--- src/rtl/sw_array_seq_pkg.sv ---
// ----------------------------------------------------------------------------
// sw_pkg : shared types and defaults for the SW systolic-array sequencer
// Rev 1.0
// ----------------------------------------------------------------------------
`default_nettype none

package sw_pkg;

  localparam int SW_NUM_PE      = 8;
  localparam int SW_SCORE_WIDTH = 10;
  localparam int SW_REF_LEN_W   = 16;

  typedef enum logic [1:0] {
    BASE_A = 2'b00,
    BASE_C = 2'b01,
    BASE_G = 2'b10,
    BASE_T = 2'b11
  } base_t;

  typedef enum logic [2:0] {
    ST_IDLE   = 3'd0,
    ST_LOAD   = 3'd1,
    ST_STREAM = 3'd2,
    ST_DRAIN  = 3'd3,
    ST_DONE   = 3'd4
  } state_t;

endpackage

`default_nettype wire

--- src/rtl/sw_array_seq_tracker.sv ---
// ----------------------------------------------------------------------------
// sw_max_tracker : best last-PE score, its reference index, and sample counter
// Rev 1.0
// ----------------------------------------------------------------------------
`default_nettype none

module sw_max_tracker
  import sw_pkg::*;
#(
  parameter int SCORE_WIDTH = SW_SCORE_WIDTH,
  parameter int REF_LEN_W   = SW_REF_LEN_W
) (
  input  logic                   clk,
  input  logic                   rst,
  input  logic                   clear,
  input  logic                   sample_en,
  input  logic [SCORE_WIDTH-1:0] V,
  output logic [SCORE_WIDTH-1:0] max_score,
  output logic [REF_LEN_W-1:0]   max_pos,
  output logic [REF_LEN_W-1:0]   sample_cnt
);

  logic [SCORE_WIDTH-1:0] max_score_q, max_score_d;
  logic [REF_LEN_W-1:0]   max_pos_q,   max_pos_d;
  logic [REF_LEN_W-1:0]   idx_q,       idx_d;

  always_comb begin
    max_score_d = max_score_q;
    max_pos_d   = max_pos_q;
    idx_d       = idx_q;
    if (clear) begin
      max_score_d = '0;
      max_pos_d   = '0;
      idx_d       = '0;
    end else if (sample_en) begin
      // Strictly greater only, so the earliest reference index wins a tie.
      if (V > max_score_q) begin
        max_score_d = V;
        max_pos_d   = idx_q;
      end
      idx_d = idx_q + REF_LEN_W'(1);
    end
  end

  always_ff @(posedge clk) begin
    if (rst) begin
      max_score_q <= '0;
      max_pos_q   <= '0;
      idx_q       <= '0;
    end else begin
      max_score_q <= max_score_d;
      max_pos_q   <= max_pos_d;
      idx_q       <= idx_d;
    end
  end

  assign max_score  = max_score_q;
  assign max_pos    = max_pos_q;
  assign sample_cnt = idx_q;

endmodule

`default_nettype wire

--- src/rtl/sw_array_seq.sv ---
// ----------------------------------------------------------------------------
// sw_array_seq : loads the read, streams the reference and drains a SW PE chain
// Rev 1.0
// ----------------------------------------------------------------------------
`default_nettype none

module sw_array_seq
  import sw_pkg::*;
#(
  parameter int NUM_PE      = SW_NUM_PE,
  parameter int SCORE_WIDTH = SW_SCORE_WIDTH,
  parameter int REF_LEN_W   = SW_REF_LEN_W
) (
  input  logic                   clk,
  input  logic                   rst,
  input  logic                   start,
  input  logic [REF_LEN_W-1:0]   ref_len,
  input  logic                   rd_valid,
  input  logic [1:0]             rd_base,
  output logic                   rd_ready,
  input  logic                   ref_valid,
  input  logic [1:0]             ref_base,
  output logic                   ref_ready,
  output logic [1:0]             arr_S,
  output logic                   arr_store_S,
  output logic [1:0]             arr_T,
  output logic                   arr_init,
  output logic [SCORE_WIDTH-1:0] arr_V_in,
  output logic [SCORE_WIDTH-1:0] arr_F_in,
  output logic                   arr_stall,
  input  logic [SCORE_WIDTH-1:0] arr_V_last,
  input  logic                   arr_init_last,
  output logic                   busy,
  output logic                   done,
  output logic [SCORE_WIDTH-1:0] max_score,
  output logic [REF_LEN_W-1:0]   max_pos
);

  localparam int                    LOAD_CNT_W = $clog2(NUM_PE + 1);
  localparam logic [LOAD_CNT_W-1:0] LOAD_LAST  = LOAD_CNT_W'(NUM_PE - 1);

  state_t                state_q,   state_d;
  logic [REF_LEN_W-1:0]  ref_len_q, ref_len_d;
  logic [LOAD_CNT_W-1:0] load_cnt_q, load_cnt_d;
  logic [REF_LEN_W-1:0]  ref_cnt_q, ref_cnt_d;
  base_t                 s_hold_q,  s_hold_d;
  base_t                 t_hold_q,  t_hold_d;

  logic                  trk_clear;
  logic                  sample_en;
  logic [REF_LEN_W-1:0]  sample_cnt;

  always_comb begin
    state_d     = state_q;
    ref_len_d   = ref_len_q;
    load_cnt_d  = load_cnt_q;
    ref_cnt_d   = ref_cnt_q;
    s_hold_d    = s_hold_q;
    t_hold_d    = t_hold_q;
    trk_clear   = 1'b0;
    rd_ready    = 1'b0;
    ref_ready   = 1'b0;
    arr_S       = 2'b00;
    arr_store_S = 1'b0;
    arr_T       = 2'b00;
    arr_init    = 1'b0;
    arr_stall   = 1'b0;

    case (state_q)
      ST_IDLE: begin
        if (start) begin
          state_d    = ST_LOAD;
          ref_len_d  = ref_len;
          load_cnt_d = '0;
          ref_cnt_d  = '0;
          s_hold_d   = BASE_A;
          t_hold_d   = BASE_A;
          trk_clear  = 1'b1;
        end
      end

      ST_LOAD: begin
        rd_ready    = 1'b1;
        arr_store_S = 1'b1;
        if (rd_valid) begin
          arr_S      = rd_base;
          s_hold_d   = base_t'(rd_base);
          load_cnt_d = load_cnt_q + LOAD_CNT_W'(1);
          if (load_cnt_q == LOAD_LAST) begin
            state_d = (ref_len_q == '0) ? ST_DONE : ST_STREAM;
          end
        end else begin
          // Missing read base: freeze the S chain with the last base presented.
          arr_S     = s_hold_q;
          arr_stall = 1'b1;
        end
      end

      ST_STREAM: begin
        ref_ready = 1'b1;
        arr_init  = 1'b1;
        if (ref_valid) begin
          arr_T     = ref_base;
          t_hold_d  = base_t'(ref_base);
          ref_cnt_d = ref_cnt_q + REF_LEN_W'(1);
          if (ref_cnt_q + REF_LEN_W'(1) == ref_len_q) begin
            state_d = ST_DRAIN;
          end
        end else begin
          arr_T     = t_hold_q;
          arr_stall = 1'b1;
        end
      end

      ST_DRAIN: begin
        if (sample_cnt == ref_len_q) begin
          state_d = ST_DONE;
        end
      end

      ST_DONE: begin
        state_d = ST_IDLE;
      end

      default: begin
        state_d = ST_IDLE;
      end
    endcase
  end

  always_ff @(posedge clk) begin
    if (rst) begin
      state_q    <= ST_IDLE;
      ref_len_q  <= '0;
      load_cnt_q <= '0;
      ref_cnt_q  <= '0;
      s_hold_q   <= BASE_A;
      t_hold_q   <= BASE_A;
    end else begin
      state_q    <= state_d;
      ref_len_q  <= ref_len_d;
      load_cnt_q <= load_cnt_d;
      ref_cnt_q  <= ref_cnt_d;
      s_hold_q   <= s_hold_d;
      t_hold_q   <= t_hold_d;
    end
  end

  // Last-PE outputs only matter while reference data is in flight.
  assign sample_en = arr_init_last && !arr_stall &&
                     ((state_q == ST_STREAM) || (state_q == ST_DRAIN));

  sw_max_tracker #(
    .SCORE_WIDTH (SCORE_WIDTH),
    .REF_LEN_W   (REF_LEN_W)
  ) u_tracker (
    .clk        (clk),
    .rst        (rst),
    .clear      (trk_clear),
    .sample_en  (sample_en),
    .V          (arr_V_last),
    .max_score  (max_score),
    .max_pos    (max_pos),
    .sample_cnt (sample_cnt)
  );

  assign busy     = (state_q == ST_LOAD) || (state_q == ST_STREAM) || (state_q == ST_DRAIN);
  assign done     = (state_q == ST_DONE);
  assign arr_V_in = '0;
  assign arr_F_in = '0;

endmodule

`default_nettype wire

--- config.mk ---
export PLATFORM = sky130hd
export DESIGN_NAME = sw_array_seq
export DESIGN_NICKNAME = d
export VERILOG_FILES = /design/src/rtl/sw_array_seq_pkg.sv /design/src/rtl/sw_array_seq_tracker.sv /design/src/rtl/sw_array_seq.sv
export SDC_FILE = /design/constraint.sdc
export NUM_CORES = 1
export LEC_CHECK = 0
export ABC_CLOCK_PERIOD_IN_PS = 4830
export CORE_MARGIN = 2
export CORE_UTILIZATION = 40
export DETAILED_ROUTE_END_ITERATION = 10
export GPL_TIMING_DRIVEN = 0
export PLACE_DENSITY = 0.67
export RECOVER_POWER = 100
export SLEW_MARGIN = 40
export SYNTH_ARGS = -nofsm -noshare
export SYNTH_HDL_FRONTEND = slang
export SYNTH_SLANG_ARGS = --single-unit
--- constraint.sdc ---
create_clock -name clk -period 4.83 [get_ports clk]
set_input_delay 0.483 -clock clk [delete_from_list [all_inputs] [get_ports clk]]
set_output_delay 0.483 -clock clk [all_outputs]
set_load 0.005 [all_outputs]
== Yosys cells after proc, flatten, opt, wreduce, memory -nomap -nowiden ==
Index checks and enable logic that the tools add are counted.

* Reduce and logical (&&, ||, !) cells: 18
* $lt $le $gt $ge: 1
* Add/sub/neg operators: 3
* Equality and inequality tests: 13
* Muxes and demuxes: 28

{| class="wikitable"
|+ Operators by type and width
! kind !! count
|-
| 16-bit by 1-bit adder with 16-bit output, second input constant || 2
|-
| 16-bit equality test || 2
|-
| 16-bit two-way mux || 2
|-
| 16-bit case mux with 2 select lines || 1
|-
| 3-bit two-way mux || 7
|-
| 16-bit zero test || 1
|-
| 2-bit != test, second input constant || 6
|-
| 3-bit case mux with 4 select lines || 1
|-
| 10-bit > comparator || 1
|-
| 2-bit two-way mux || 5
|-
| 4-bit two-way mux || 2
|-
| 2-bit case mux with 2 select lines || 2
|-
| 4-bit case mux with 2 select lines || 1
|-
| 2-bit AND reduction || 4
|-
| 3-bit by 2-bit equality test with 1-bit output, second input constant || 2
|-
| 1-bit two-way mux || 6
|-
| 3-bit AND reduction || 2
|-
| 6-bit AND reduction || 1
|-
| 4-bit by 1-bit adder with 4-bit output, second input constant || 1
|-
| 4-bit by 3-bit equality test with 1-bit output, second input constant || 1
|-
| 2-bit nonzero test || 2
|-
| 3-bit by 1-bit equality test with 1-bit output, second input constant || 1
|-
| 3-bit equality test, second input constant || 1
|-
| 3-bit zero test || 1
|-
| 5 further kinds || 8
|}

* Logic and storage cells: 72
* Bits in registers: 85
* Input bits: 36

== Logic depth before layout (Yosys ltp) ==
* Depth in word-level cells: 6
* Mapped depth: 11

== Modules after synthesis ==
From an unflattened synthesis, not the netlist that was laid out.

* Cells, all modules: 596
* Area, all modules: 4769.6 µm²

{| class="wikitable"
|+ By module, submodules not included
! module !! area an instance (µm²) !! instances !! cells an instance !! sequential area each (µm²)
|-
| sw_array_seq || 2776.4 || 1 || 362 || 860.8
|-
| sw_max_tracker || 1993.2 || 1 || 234 || 840.8
|}

== Worst setup path after synthesis ==
No wires, ideal clock.

* Path type: input-to-reg
* Start point: input arr_V_last[7]
* End point: register u_tracker.max_pos_q[0], in the netlist u_tracker.max_pos[0]
* Required time: 4.702 ns
* Setup slack: 2.707 ns
* Library setup time: 0.128 ns
* Stages: 8
* Data arrival time: 1.995 ns
* Cell sequence: ha_1 > a21o_1 > a211o_1 > o31a_1 > buf_4 > buf_6 > mux2i_1 > nor2_1

* Cells in the longest elaborated chain, start to end: 2

{| class="wikitable"
|+ RTL lines
! item !! line !! text
|-
| start, declared || sw_array_seq.sv:31 || <nowiki>input logic [SCORE_WIDTH-1:0] arr_V_last,</nowiki>
|-
| 10-bit > comparator || sw_array_seq_tracker.sv:37 || <nowiki>if (V > max_score_q) begin</nowiki>
|-
| 2-bit AND reduction (no source line) || -- ||
|-
| end signal, assigned || sw_array_seq_tracker.sv:52 || <nowiki>max_pos_q <= max_pos_d;</nowiki>
|-
| end, declared || sw_array_seq_tracker.sv:24 || <nowiki>logic [REF_LEN_W-1:0] max_pos_q, max_pos_d;</nowiki>
|}

No other way between the ends.
A chain may end at the register's enable or synchronous reset.

== Final worst setup path ==
* Start point: input ref_valid
* End point: register u_tracker.max_pos_q[12], in the netlist u_tracker.max_pos[12]

* Cells in the longest elaborated chain, start to end: 6

{| class="wikitable"
|+ RTL lines
! item !! line !! text
|-
| start, declared || sw_array_seq.sv:21 || <nowiki>input logic ref_valid,</nowiki>
|-
| 1-bit two-way mux || sw_array_seq.sv:102 || <nowiki>if (ref_valid) begin</nowiki>
|-
| 1-bit case mux with 2 select lines || sw_array_seq.sv:69 || <nowiki>case (state_q)</nowiki>
|-
| 1-bit zero test || sw_array_seq.sv:150 || <nowiki>assign sample_en = arr_init_last && !arr_stall &&</nowiki>
|-
| 1-bit logical AND (2 in a row) || sw_array_seq.sv:150 ||
|-
| 2-bit AND reduction (no source line) || -- ||
|}

No other way between the ends.

==> results.cfg <==
[placement]
numPortBuffers = 70
gp_congestion = 0.894
dp_hpwl_mm = 8.89
place_area_sq_um = 5590

[clocking]
cts_setup_buffers = 0
postCtsHoldBufs = 0
path_clk_slew_ns = 0.06
cts.repair.resized = 0
worst_skew_pair.late_latency_ns = 0.34
clock_tree.root_cell = clkbuf_16
cts.sink_count = 85
clock_path_buffers = 2
htree_levels = 3
numCtsBuffers = 9
cts_tree = yes

[drt]
viasPerCell = 5.01
antenna_left = 0
totalWireLength_mm = 11.6
wl_per_cell_microns = 14.2
first_pass_iters = 5
drc = 0
vias = 4082
drtIter0Drc = 208

[logic_synthesis]
netlist_area_sq_um = 4630
synth_xor_area_share_pct = 9.83
synth_top_cell_area_share_pct = 36.7
async_flop_share_pct = 0
synth.most_common_cell = nor2_1
synth_top_family_by_area = simple AND/OR/NAND/NOR gates
syn_avg_cell_area_sq_um = 8.17
synth_simple_gate_area_share_pct = 24.5
yosysWarnings = 0
synthTopCellsByArea = dfxtp_1 (37%), nor2_1 (7.0%), xor2_1 (6.8%)
synth-main-ff-cell = dfxtp_1
synth_mux_area_share_pct = 6.70
synth_cell_type_count = 54
synth-compound-area-share_pct = 10.4
postSynthCellCount = 567
yosysTopAreaCell = dfxtp_1
synth_fa_ha_area_share_pct = 3.51
ys_ff_latch = 85
ys_top_cells_by_count = nor2_1 (86), dfxtp_1 (85), nand2_1 (66), a21oi_1 (37), xor2_1 (36)
ys_seq_area_share_pct = 36.7
synth_edf_count = 0

[setup_path]
end_kind = flop
crit_type = input pin to flop
crit_chain = dlygate4sd3_1 -> o2111a_1 -> clkbuf_1 -> o21ai_0 -> nor3_1 -> o31a_1 -> clkbuf_1 -> clkbuf_1 -> mux2i_1 -> nor2_1
crit_required_ns = 5.04
slowest_stage = dlygate4sd3_1
crit_arrival_ns = 3.69
cpPeakStageDelay_ns = 0.71
cp-start-kind = input pin
crit_path_frequent_cell = clkbuf_1
critPathMaxFanout = 10

[finish]
syn_to_final_growth_pct = 26.3
nFillCells = 1101
diodes = 0
finalNetCount = 716
drive_above_1_share_pct = 7.44
final_area_sq_um = 5850
seqCellArea_sq_um = 1700
multi_input_area_sq_um = 2620

[power]
netSwitchingPower_uw = 700
vdd_ir_drop_max_v = 0.000203
power_density_nw_per_um2 = 359
clkPwrFrac_pct = 33.1
p_int_mw = 1.40
cellLeakagePower_nw = 2.38
seqPwrFrac_pct = 38.0
pwr-share-comb_pct = 28.9
switching_share_pct = 33.4

[timing]
rsz0062_at_grt = false
drv_slew = 0
min_period_ns = 3.47
finalHoldViolCount = 0
finalSetupTns_ns = 0
setup_viol = 0
fin_skew_ns = 0.00744
fin_crit_sh_pct = 71.9
worst_slew_pin_slew_ns = 0.863
relSlewSlack_pct = 42.0
max_freq_mhz = 288

[grt]
grt_pass1_wl_mm = 19.0
grt_util_all_layers_pct = 18.7
gr-total-overflow = 0
grt_pass1_vias = 3835
grt_max_degree = 16
antenna_found_initial = 0

[die]
ioPinCount = 93
start_util_pct = 40.8
die-area_sq_um = 12500
num_rows = 39
dieWidth_microns = 112
die_y_microns = 112
core-area_sq_um = 11400

[run]
maxCapViolations = 0

[min_path]
min_path_type = flop to flop

[status]
outcome = complete, no violations
-- critical path, delay by kind of cell --
kind                   cells  cell delay [ns]
and+or+nand+nor            2             0.24
muxes                      1             0.27
buffers and inverters      4             2.11
AOI/OAI and AO/OA          3             0.56
-- state kept, by name (all words and copies together), names as in the netlist --
register,flops
ref_cnt_q,16
ref_len_q,16
u_tracker.max_pos,16
u_tracker.sample_cnt,16
u_tracker.max_score,10
load_cnt_q,4
state_q,3
s_hold_q,2
t_hold_q,2
-- layout make-up --
cell class | count | area share [%]
multi-input cells | 432 | 44.7
clock inverters | 6 | 1.20
well taps | 143 | 3.06
flip-flops and latches | 85 | 29.1
plain buffers | 52 | 5.00
clock buffers | 10 | 3.91
inverters | 17 | 1.09
repair buffers | 70 | 12.0
-- through the flow --
step	hold slack [ns]	setup WS, ns	power [mW]	cells	util, %
after CTS	0.477	2.08	2.13	815	51.8
after global routing	0.496	1.14	2.21	815	51.5
after global placement	0.457	2.09	1.42	799	49.1
final	0.474	1.36	2.10	815	51.5
after detailed placement	0.469	2.07	1.43	799	49.1
after floorplan	0.447	2.71	1.20	586	-
-- power by group through the flow --
stage	clock network, mW	logic (mW)	registers, mW
final	0.696	0.606	0.798
after global routing	0.743	0.669	0.803
after CTS	0.712	0.617	0.798
after detailed placement	0	0.612	0.813
after global placement	0	0.606	0.811
after floorplan	0	0.411	0.794
-- cell usage in the layout (no fill, tap or decap), types with 2 or more instances in the layout --
cell / instances
conb_1: 20
dfxtp_1: 85
mux2i_1: 31
a21oi_1: 37
or3b_2: 3
nand4_1: 7
inv_6: 2
clkdlybuf4s50_1: 33
nor2_1: 86
and3_1: 11
nor2b_1: 4
a311oi_1: 3
xnor2_1: 16
buf_4: 25
a211o_1: 2
a22oi_1: 2
dlygate4sd3_1: 37
clkbuf_16: 9
nor3b_1: 4
o311ai_0: 2
ha_1: 13
a21o_1: 2
o21ai_0: 16
nor4_1: 12
clkinv_4: 2
o2111ai_1: 2
inv_1: 17
nand3_1: 17
clkbuf_1: 26
xor2_1: 36
nor3_1: 16
nand2_1: 66
-- layer usage --
| metal | vias up | routed length [microns] | GRT usage [%] |
|---|---|---|---|
| li1 | 2095 | - | - |
| met1 | 1866 | 5500 | 25.9 |
| met2 | 108 | 5320 | 29.7 |
| met3 | 13 | 608 | 3.21 |
| met4 | 0 | 166 | 6.09 |
| met5 | - | 0 | 0 |
-- logic make-up after synthesis --
family          after synthesis
xor+xnor                     52
other cells                   1
compound gates               78
simple gates                238
fa+ha+maj                    13
flops                        85
buf+inv                      69
mux                          31
-- final timing paths --
kind	cells after the start	start	slack [ns]	endpoint
setup reg to reg	10	state_q[2]	1.64	u_tracker.max_pos[12]
hold / removal	2	t_hold_q[1]	0.47	t_hold_q[1]
hold reg to reg	2	t_hold_q[1]	0.47	t_hold_q[1]
setup / recovery	10	ref_valid	1.36	u_tracker.max_pos[12]
No activity file was read; power rests on OpenSTA's default activity.
